## src/rtl/fifo_pkg.sv

```systemverilog
// fifo_pkg: shared mode constants and pointer helpers for the flagged FIFO
package fifo_pkg;
  localparam int FIFO_MODE_STD = 0;
  localparam int FIFO_MODE_FWFT = 1;
  function automatic int clog2(input int n);
    int r;
    r = 0;
    for (int v = n - 1; v > 0; v = v >> 1) r++;
    return r;
  endfunction
  function automatic int ptr_inc(input int ptr, input int d);
    return (ptr == d - 1) ? 0 : ptr + 1;
  endfunction
endpackage

```

## src/rtl/fifo_mem.sv

```systemverilog
// fifo_mem: simple dual-port W x D storage, registered or combinational read
module fifo_mem import fifo_pkg::*; #(
  parameter int W = 8,
  parameter int D = 256,
  parameter int AW = clog2(D),
  parameter int FWFT = FIFO_MODE_STD
) (
  input  logic          clk_i,
  input  logic          clr_i,
  input  logic          we_i,
  input  logic [AW-1:0] waddr_i,
  input  logic [W-1:0]  wdata_i,
  input  logic          re_i,
  input  logic [AW-1:0] raddr_i,
  output logic [W-1:0]  rdata_o
);
  logic [W-1:0] mem_q [D];
  // write port, no reset so the array can map onto RAM
  always_ff @(posedge clk_i) if (we_i) mem_q[waddr_i] <= wdata_i;
  if (FWFT == FIFO_MODE_FWFT) begin : g_fwft
    assign rdata_o = mem_q[raddr_i];
  end else begin : g_std
    logic [W-1:0] rdata_q;
    // output register loads on an accepted read, zeroed by reset/flush
    always_ff @(posedge clk_i)
      if (clr_i) rdata_q <= '0;
      else if (re_i) rdata_q <= mem_q[raddr_i];
    assign rdata_o = rdata_q;
  end
endmodule

```

## src/rtl/sync_fifo_flags.sv

```systemverilog
// sync_fifo_flags: single-clock FIFO with level, threshold and sticky error flags
module sync_fifo_flags import fifo_pkg::*; #(
  parameter int W = 8,
  parameter int D = 256,
  parameter int AF_THRESH = D - 4,
  parameter int AE_THRESH = 4,
  parameter int FWFT = FIFO_MODE_STD
) (
  input  logic                  system_clk,
  input  logic                  system_reset,
  input  logic                  enable,
  input  logic                  clear,
  input  logic                  write_req,
  input  logic [W-1:0]          fifo_dataIn,
  input  logic                  read_req,
  output logic [W-1:0]          fifo_dataOut,
  output logic                  empty,
  output logic                  full,
  output logic                  almost_full,
  output logic                  almost_empty,
  output logic [clog2(D+1)-1:0] level,
  output logic                  overflow,
  output logic                  underflow
);
  localparam int AW = clog2(D);
  localparam int LW = clog2(D + 1);
  logic [AW-1:0] wr_ptr_q, wr_ptr_d, rd_ptr_q, rd_ptr_d;
  logic [LW-1:0] level_q, level_d;
  logic overflow_q, overflow_d, underflow_q, underflow_d;
  logic rd_ok, wr_ok, flush;
  logic [W-1:0] rdata;
  assign flush = system_reset | clear;
  assign empty = level_q == '0;
  assign full = level_q == LW'(D);
  assign almost_full = level_q >= LW'(AF_THRESH);
  assign almost_empty = level_q <= LW'(AE_THRESH);
  assign level = level_q;
  assign overflow = overflow_q;
  assign underflow = underflow_q;
  // accept qualification; a write at full rides on a same-cycle read
  always_comb begin
    rd_ok = enable & read_req & ~empty;
    wr_ok = enable & write_req & (~full | rd_ok);
    wr_ptr_d = wr_ok ? AW'(ptr_inc(int'(wr_ptr_q), D)) : wr_ptr_q;
    rd_ptr_d = rd_ok ? AW'(ptr_inc(int'(rd_ptr_q), D)) : rd_ptr_q;
    level_d = level_q + LW'(wr_ok) - LW'(rd_ok);
    overflow_d = overflow_q | (enable & write_req & ~wr_ok);
    underflow_d = underflow_q | (enable & read_req & ~rd_ok);
  end
  // state register; reset and flush discard everything
  always_ff @(posedge system_clk)
    if (flush) begin
      wr_ptr_q <= '0;
      rd_ptr_q <= '0;
      level_q <= '0;
      overflow_q <= 1'b0;
      underflow_q <= 1'b0;
    end else begin
      wr_ptr_q <= wr_ptr_d;
      rd_ptr_q <= rd_ptr_d;
      level_q <= level_d;
      overflow_q <= overflow_d;
      underflow_q <= underflow_d;
    end
  fifo_mem #(.W(W), .D(D), .AW(AW), .FWFT(FWFT)) u_mem (
    .clk_i(system_clk),
    .clr_i(flush),
    .we_i(wr_ok & ~flush),
    .waddr_i(wr_ptr_q),
    .wdata_i(fifo_dataIn),
    .re_i(rd_ok & ~flush),
    .raddr_i(rd_ptr_q),
    .rdata_o(rdata)
  );
  assign fifo_dataOut = (FWFT == FIFO_MODE_FWFT && empty) ? '0 : rdata;
endmodule

```

## config.mk

```make
export PLATFORM = sky130hd
export DESIGN_NAME = sync_fifo_flags
export DESIGN_NICKNAME = d
export VERILOG_FILES = /design/src/rtl/fifo_pkg.sv /design/src/rtl/fifo_mem.sv /design/src/rtl/sync_fifo_flags.sv
export SDC_FILE = /design/constraint.sdc
export NUM_CORES = 2
export LEC_CHECK = 0
export ABC_AREA = 1
export ABC_CLOCK_PERIOD_IN_PS = 5300
export CAP_MARGIN = 20
export CORE_MARGIN = 4
export CORE_UTILIZATION = 35
export DETAILED_ROUTE_END_ITERATION = 10
export DONT_BUFFER_PORTS = 1
export PLACE_DENSITY = 0.47
export SETUP_SLACK_MARGIN = 0.05
export SLEW_MARGIN = 20
export SYNTH_ARGS = -nofsm -noshare
export SYNTH_HDL_FRONTEND = slang
export SYNTH_SLANG_ARGS = --single-unit
```

## constraint.sdc

```tcl
create_clock -name system_clk -period 5.3 [get_ports system_clk]
set_clock_uncertainty 0.15 [all_clocks]
set_input_delay 1.06 -clock system_clk [delete_from_list [all_inputs] [get_ports system_clk]]
set_output_delay 1.06 -clock system_clk [all_outputs]
set_load 0.05 [all_outputs]
```

Yosys cells after proc, flatten, opt, wreduce, memory -nomap -nowiden
Memory sizes are Yosys's and may differ from the RTL's. A register that Yosys moved wholly into a read port is not among the register bits.
Cells that the tools add are included.
{"block": "totals", "ff_bits": 27, "mem_bits_rw": 2048, "inputBits": 14, "memories": 1}
{"name": "u_mem.mem_q", "words": 256, "word_bits": 8, "rd": 1, "rd_clocked_by_memory_dff": 1, "write_ports": 1, "line": "fifo_mem.sv:17", "rtl": "logic [W-1:0] mem_q [D];"}
{"block": "op_classes", "addsub": 4, "n_lt_le_gt_ge": 2, "eq_ne": 3, "n_mux": 4, "bitwise_logic": 17, "n_reduce_logical": 1}
{"cell": "$add 8x1->8 const B", "n": 2}
{"cell": "$eq 8x1->1 const B", "n": 2}
{"cell": "$mux 8", "n": 2}
{"cell": "$add 9x1->9", "n": 1}
{"cell": "$eq 9x9->1 const B", "n": 1}
{"cell": "$ge 9x8->1 const B", "n": 1}
{"cell": "$le 9x3->1 const B", "n": 1}
{"cell": "$logic_not 9->1", "n": 1}
{"cell": "$sub 9x1->9", "n": 1}
{"cell": "$and 1x1->1", "n": 8}
{"cell": "$not 1->1", "n": 5}
{"cell": "$or 1x1->1", "n": 4}
{"cell": "$mux 1", "n": 2}

Depth between registers and ports, before layout
{"block": "depth", "ltp_word": 8, "ltp_mapped": 20}

By module
From an unflattened synthesis, not the netlist that was laid out.
{"block": "unflattened", "cells_unflattened": 7311, "hier_area_um2": 85408.2}
{"mod": "fifo_mem", "instances": 1, "cells_each": 7038, "area_per_inst_um2": 83522.6}
{"mod": "sync_fifo_flags", "instances": 1, "cells_each": 273, "area_per_inst_um2": 1885.6}

Least setup slack after synthesis
No wires, ideal clock.
{"block": "synth_timing", "kind": "reg-to-reg", "startpoint": "register level_q[4] (netlist: level[4])", "endpoint": "register level_q[6] (netlist: level[6])", "setup_ps": 119, "t_arrival_ps": 3542, "required_time_ps": 5031, "setup_slack_ps": 1488, "path_stages_with_launch": 19, "path_buffers": 0, "period_less_slack_ps": 3812, "path_cell_list": "dfxtp_1 inv_1 ha_1 nand3_1 nor4_2 a21oi_4 nand2_1 nand2_1 ha_1 inv_1 fa_1 nor2_1 o21ai_0 and2_1 nor2_1 o21ai_0 nand2_1 o21ai_0 a21oi_1"}
{"block": "synth_between", "word_cells_on_any_way": 9, "cone_classes": "2 x add/sub; 1 x eq/ne; 5 x bitwise; 1 x reduce/logical"}
{"item": "start: declaration", "line": "sync_fifo_flags.sv:28", "rtl": "logic [LW-1:0] level_q, level_d;"}
{"item": "start signal: assignment", "line": "sync_fifo_flags.sv:61", "rtl": "level_q <= level_d;"}
{"item": "$eq 9x9->1", "line": "sync_fifo_flags.sv:34", "rtl": "assign full = level_q == LW'(D);"}
{"item": "named net full", "line": "sync_fifo_flags.sv:18", "rtl": "output logic full,"}
{"item": "$not 1->1", "line": "sync_fifo_flags.sv:43", "rtl": "wr_ok = enable & write_req & (~full | rd_ok);"}
{"item": "$or 1x1->1", "line": "sync_fifo_flags.sv:43"}
{"item": "$and 1x1->1", "line": "sync_fifo_flags.sv:43"}
{"item": "$add 9x1->9", "line": "sync_fifo_flags.sv:46", "rtl": "level_d = level_q + LW'(wr_ok) - LW'(rd_ok);"}
{"item": "$sub 9x1->9", "line": "sync_fifo_flags.sv:46"}
The timed path passes the listed nets, and every way through them passes these cells.
A chain may end at the register's enable or synchronous reset.

Worst setup path after layout
{"block": "layout_timing", "startpoint": "register level_q[2] (netlist: level[2])", "endpoint": "memory u_mem.mem_q[175][0], enable pin"}
{"block": "layout_between", "elab_chain_len": 8, "word_cells_on_any_way": 10, "cone_classes": "1 x eq/ne; 2 x mux; 6 x bitwise; 1 x reduce/logical"}
{"item": "$logic_not 9->1", "line": "sync_fifo_flags.sv:33", "rtl": "assign empty = level_q == '0;"}
{"item": "named net empty", "line": "sync_fifo_flags.sv:17", "rtl": "output logic empty,"}
{"item": "$not 1->1", "line": "sync_fifo_flags.sv:42", "rtl": "rd_ok = enable & read_req & ~empty;"}
{"item": "$and 1x1->1", "line": "sync_fifo_flags.sv:42"}
{"item": "$or 1x1->1", "line": "sync_fifo_flags.sv:43"}
{"item": "$and 1x1->1", "line": "sync_fifo_flags.sv:43"}
{"item": "$and 1x1->1", "line": "sync_fifo_flags.sv:68", "rtl": ".we_i(wr_ok & ~flush),"}
{"item": "$mux 1", "line": "fifo_mem.sv:19", "rtl": "always_ff @(posedge clk_i) if (we_i) mem_q[waddr_i] <= wdata_i;"}
{"item": "$mux 1 (not written as such)", "line": "fifo_mem.sv:19"}
{"item": "end: declaration", "line": "fifo_mem.sv:17"}
The timed path passes the listed nets, and every way through them passes these cells.

==> reports/results.ini <==
[layout]
area_delta_synth_final_pct=11.7
layout-drive-gt1-share_pct=6.37
multi_input_comb_area_sq_um=21100
regArea_sq_um=62200
fill_cells=23367
design.final.nets=7481

[global_route]
grt_pass1_wl_um=383000
number_of_antenna_violations_at_the_first_check_in_global_routing=12
global_route.overflow_total=0
first_global_vias=56386
groute.usage.overall_pct=20.6
grt_max_degree=257

[timing]
finalSetupTns_ns=0
final.min_clock_period_ns=4.45
min_period_over_period_pct=83.9
final_max_slew_viol_count=0
rsz0062_at_grt=false
hold_viol_final=0
fin_hold_ws_ns=0.187
maxSlewHeadroom_pct=26.3
max_freq_ghz=0.225
timing_worst_slew_pin_value_ns=1.10
setup_violations=0

[power_and_ir_drop]
irDropWorstVdd_mv=0.385
power_density_nw_per_um2=377
power.static_leakage_nw=34.1

[clock_network]
clkTransAtPathRegs_ns=0.06
cts.sink_count=2083
cts_hold_buffers=0
tritoncts_clock_tree=yes
postCtsSetupBuffers=0
post_cts_sizing_count=0
clock_insertion_delay_worst_skew_ns=0.87
clock_root_buffer=clkbuf_16
cts_inserted_buffers=220
h-tree-depth=4
max-clock-path-buffers=3

[floorplan]
floorplan.die.width_um=503
floorplan.io_pins=37
rows=181
die-area_sq_um=253000
initial_core_utilization_pct=35.2
die_height_um=503
design.core.area_sq_um=243000

[route]
routed_via_density=5.18
detail_route.wl_per_cell_um=24.4
via_count=56163
drc=0
drt-pass1-iter-count=6
antenna_violating_nets_left=0
total_wirelength_of_the_detailed_routed_design_um=265000
detailedRoute.firstIterationViolations=5534

[worst_setup_path]
worstRegToRegCells=12
critical_path_peak_fanout=16
critical_path.endpoint_type=register
slowest_delay_ns=0.76
critical_path_required_ns=5.63
cpMaxStageDelayCell=dfxtp_1
critical_path_startpoint_category=register
timing.setup.critical_path_class=register to register
timing.critical_path.cells=inv_1 > ha_1 > nand3_1 > nor2_2 > nor2_8 > inv_4 > a21oi_4 > inv_4 > nor2_8 > buf_4 > nand3_4 > nor2_1
crit_arrival_ns=4.78

[logic_synthesis]
netlist_top_cells_area=edfxtp_1 72%, nand2_1 14%, nand3_1 7.2%, buf_2 1.3%, a21oi_1 1.2%
yosys_register_bits=2083
ys_types=37
edff_count_synth=2048
ys_seq_area_share_pct=72.5
synthDominantCellAreaShare_pct=71.7
post_synth_inst_count=7597
synth.yosys.warnings=0
syn-num-nets=7638
synth_common_cells=3,087 x nand2_1, 2,048 x edfxtp_1, 1,240 x nand3_1
post-synth-top-count-cell=nand2_1
prevailing_post_synth_register_cell=edfxtp_1
proportion_of_register_bits_with_asynchronous_set_or_reset_after_synthesis_pct=0
post_synth_instance_area_sq_um=85800
synth.avg_cell_area_sq_um=11.3
yosys.area.top_type=edfxtp_1

[hold_path]
hold_path_depth=0
hold_class=input port to register

[placement]
numPortBuffers=0
gp_congestion=0.847
detailedPlacementHpwl_um=143000

[run_status]
outcome=completed

[run]
drv_cap=0

==> layout by cell type, fill, tap and decap left out, drive strengths merged, types with 2 or more instances in the layout <==
cell type / n
a211oi: 2
a21oi: 215
a221oi: 2
and2: 2
buf: 79
bufinv: 19
clkbuf: 259
clkinv: 124
clkinvlp: 9
dfxtp: 35
diode: 2
edfxtp: 2048
ha: 26
inv: 114
nand2: 3095
nand3: 1247
nand4: 6
nor2: 313
nor3: 4
o21ai: 22
o31ai: 2
xor2: 2
==> path summary, 6_finish.rpt <==
path | from | to | slack, ns
hold / removal | fifo_dataIn[6] | u_mem.mem_q[169][6] | 0.19
setup / recovery | level[2] | u_mem.mem_q[175][0] | 0.85
setup reg to reg | level[2] | u_mem.mem_q[175][0] | 0.85
hold reg to reg | rd_ptr_q[7] | rd_ptr_q[7] | 0.38
==> flip-flops by register name, summed over array words and instances, names as in the netlist <==
signal / cells
wr_ptr_q: 8
level: 9
u_mem.rdata_o: 8
rd_ptr_q: 8
u_mem.mem_q: 2048
overflow: 1
underflow: 1
==> through the flow <==
step	setup WS (ns)	total power [W]	cells	util [%]	instance area (sq um)
finish	0.853	0.0361	10835	39.4	95800
global route	0.642	0.0374	10833	39.4	95800
CTS	0.870	0.0364	10833	39.4	95800
detailed placement	0.887	0.0212	10420	36.4	88700
global placement	0.941	0.0213	10420	36.4	88700
floorplan	1.49	0.0204	7597	-	85800
==> critical path, delay by kind of cell, from the launching register on <==
kind                     cells  cell delay [ns]
AO/OA/AOI/OAI                1             0.38
adder cells (fa/ha/maj)      1             0.26
flip-flops                   1             0.76
AND/OR/NAND/NOR              6             1.74
buffers and inverters        4             0.74
==> cell type report <==
class                   count  area share [%]
repair buffers             79           0.919
diodes                      2         0.00522
multi-input cells        4944            22.1
inverters                 112           0.480
well taps                3202            4.18
clock inverters           154            1.51
flip-flops and latches   2083            64.9
clock buffers             259            5.93
==> routing by layer <==
metal | wire length [um] | vias to the layer above | global-route usage (%)
met3 | 16400 | 412 | 3.06
met5 | 0 | - | 0
met4 | 8070 | 0 | 6.28
li1 | - | 25877 | -
met1 | 118000 | 27993 | 28.9
met2 | 122000 | 1881 | 33.2
==> power breakdown <==
part / total, W / switching (W) / internal (W)
clock: 0.0152 / 0.00661 / 0.00861
sequential: 0.0182 / 0.000134 / 0.0181
combinational: 0.00267 / 0.00198 / 0.000685
total: 0.0361 / 0.00872 / 0.0274
==> logic make-up (layout without fill, tap and decap cells) <==
kind of cell / after synthesis / count (layout) / share of synthesized area (%)
xor gates and xnor gates: 2 / 2 / 0.0204
AOI/OAI and AO/OA: 245 / 245 / 1.47
adders and majority gates: 27 / 27 / 0.403
buffers and inverters: 570 / 604 / 2.98
DFF: 2083 / 2083 / 72.5
and+or+nand+nor: 4670 / 4670 / 22.6
other: 0 / 2 / 0
(Power assumes the default switching activity.)
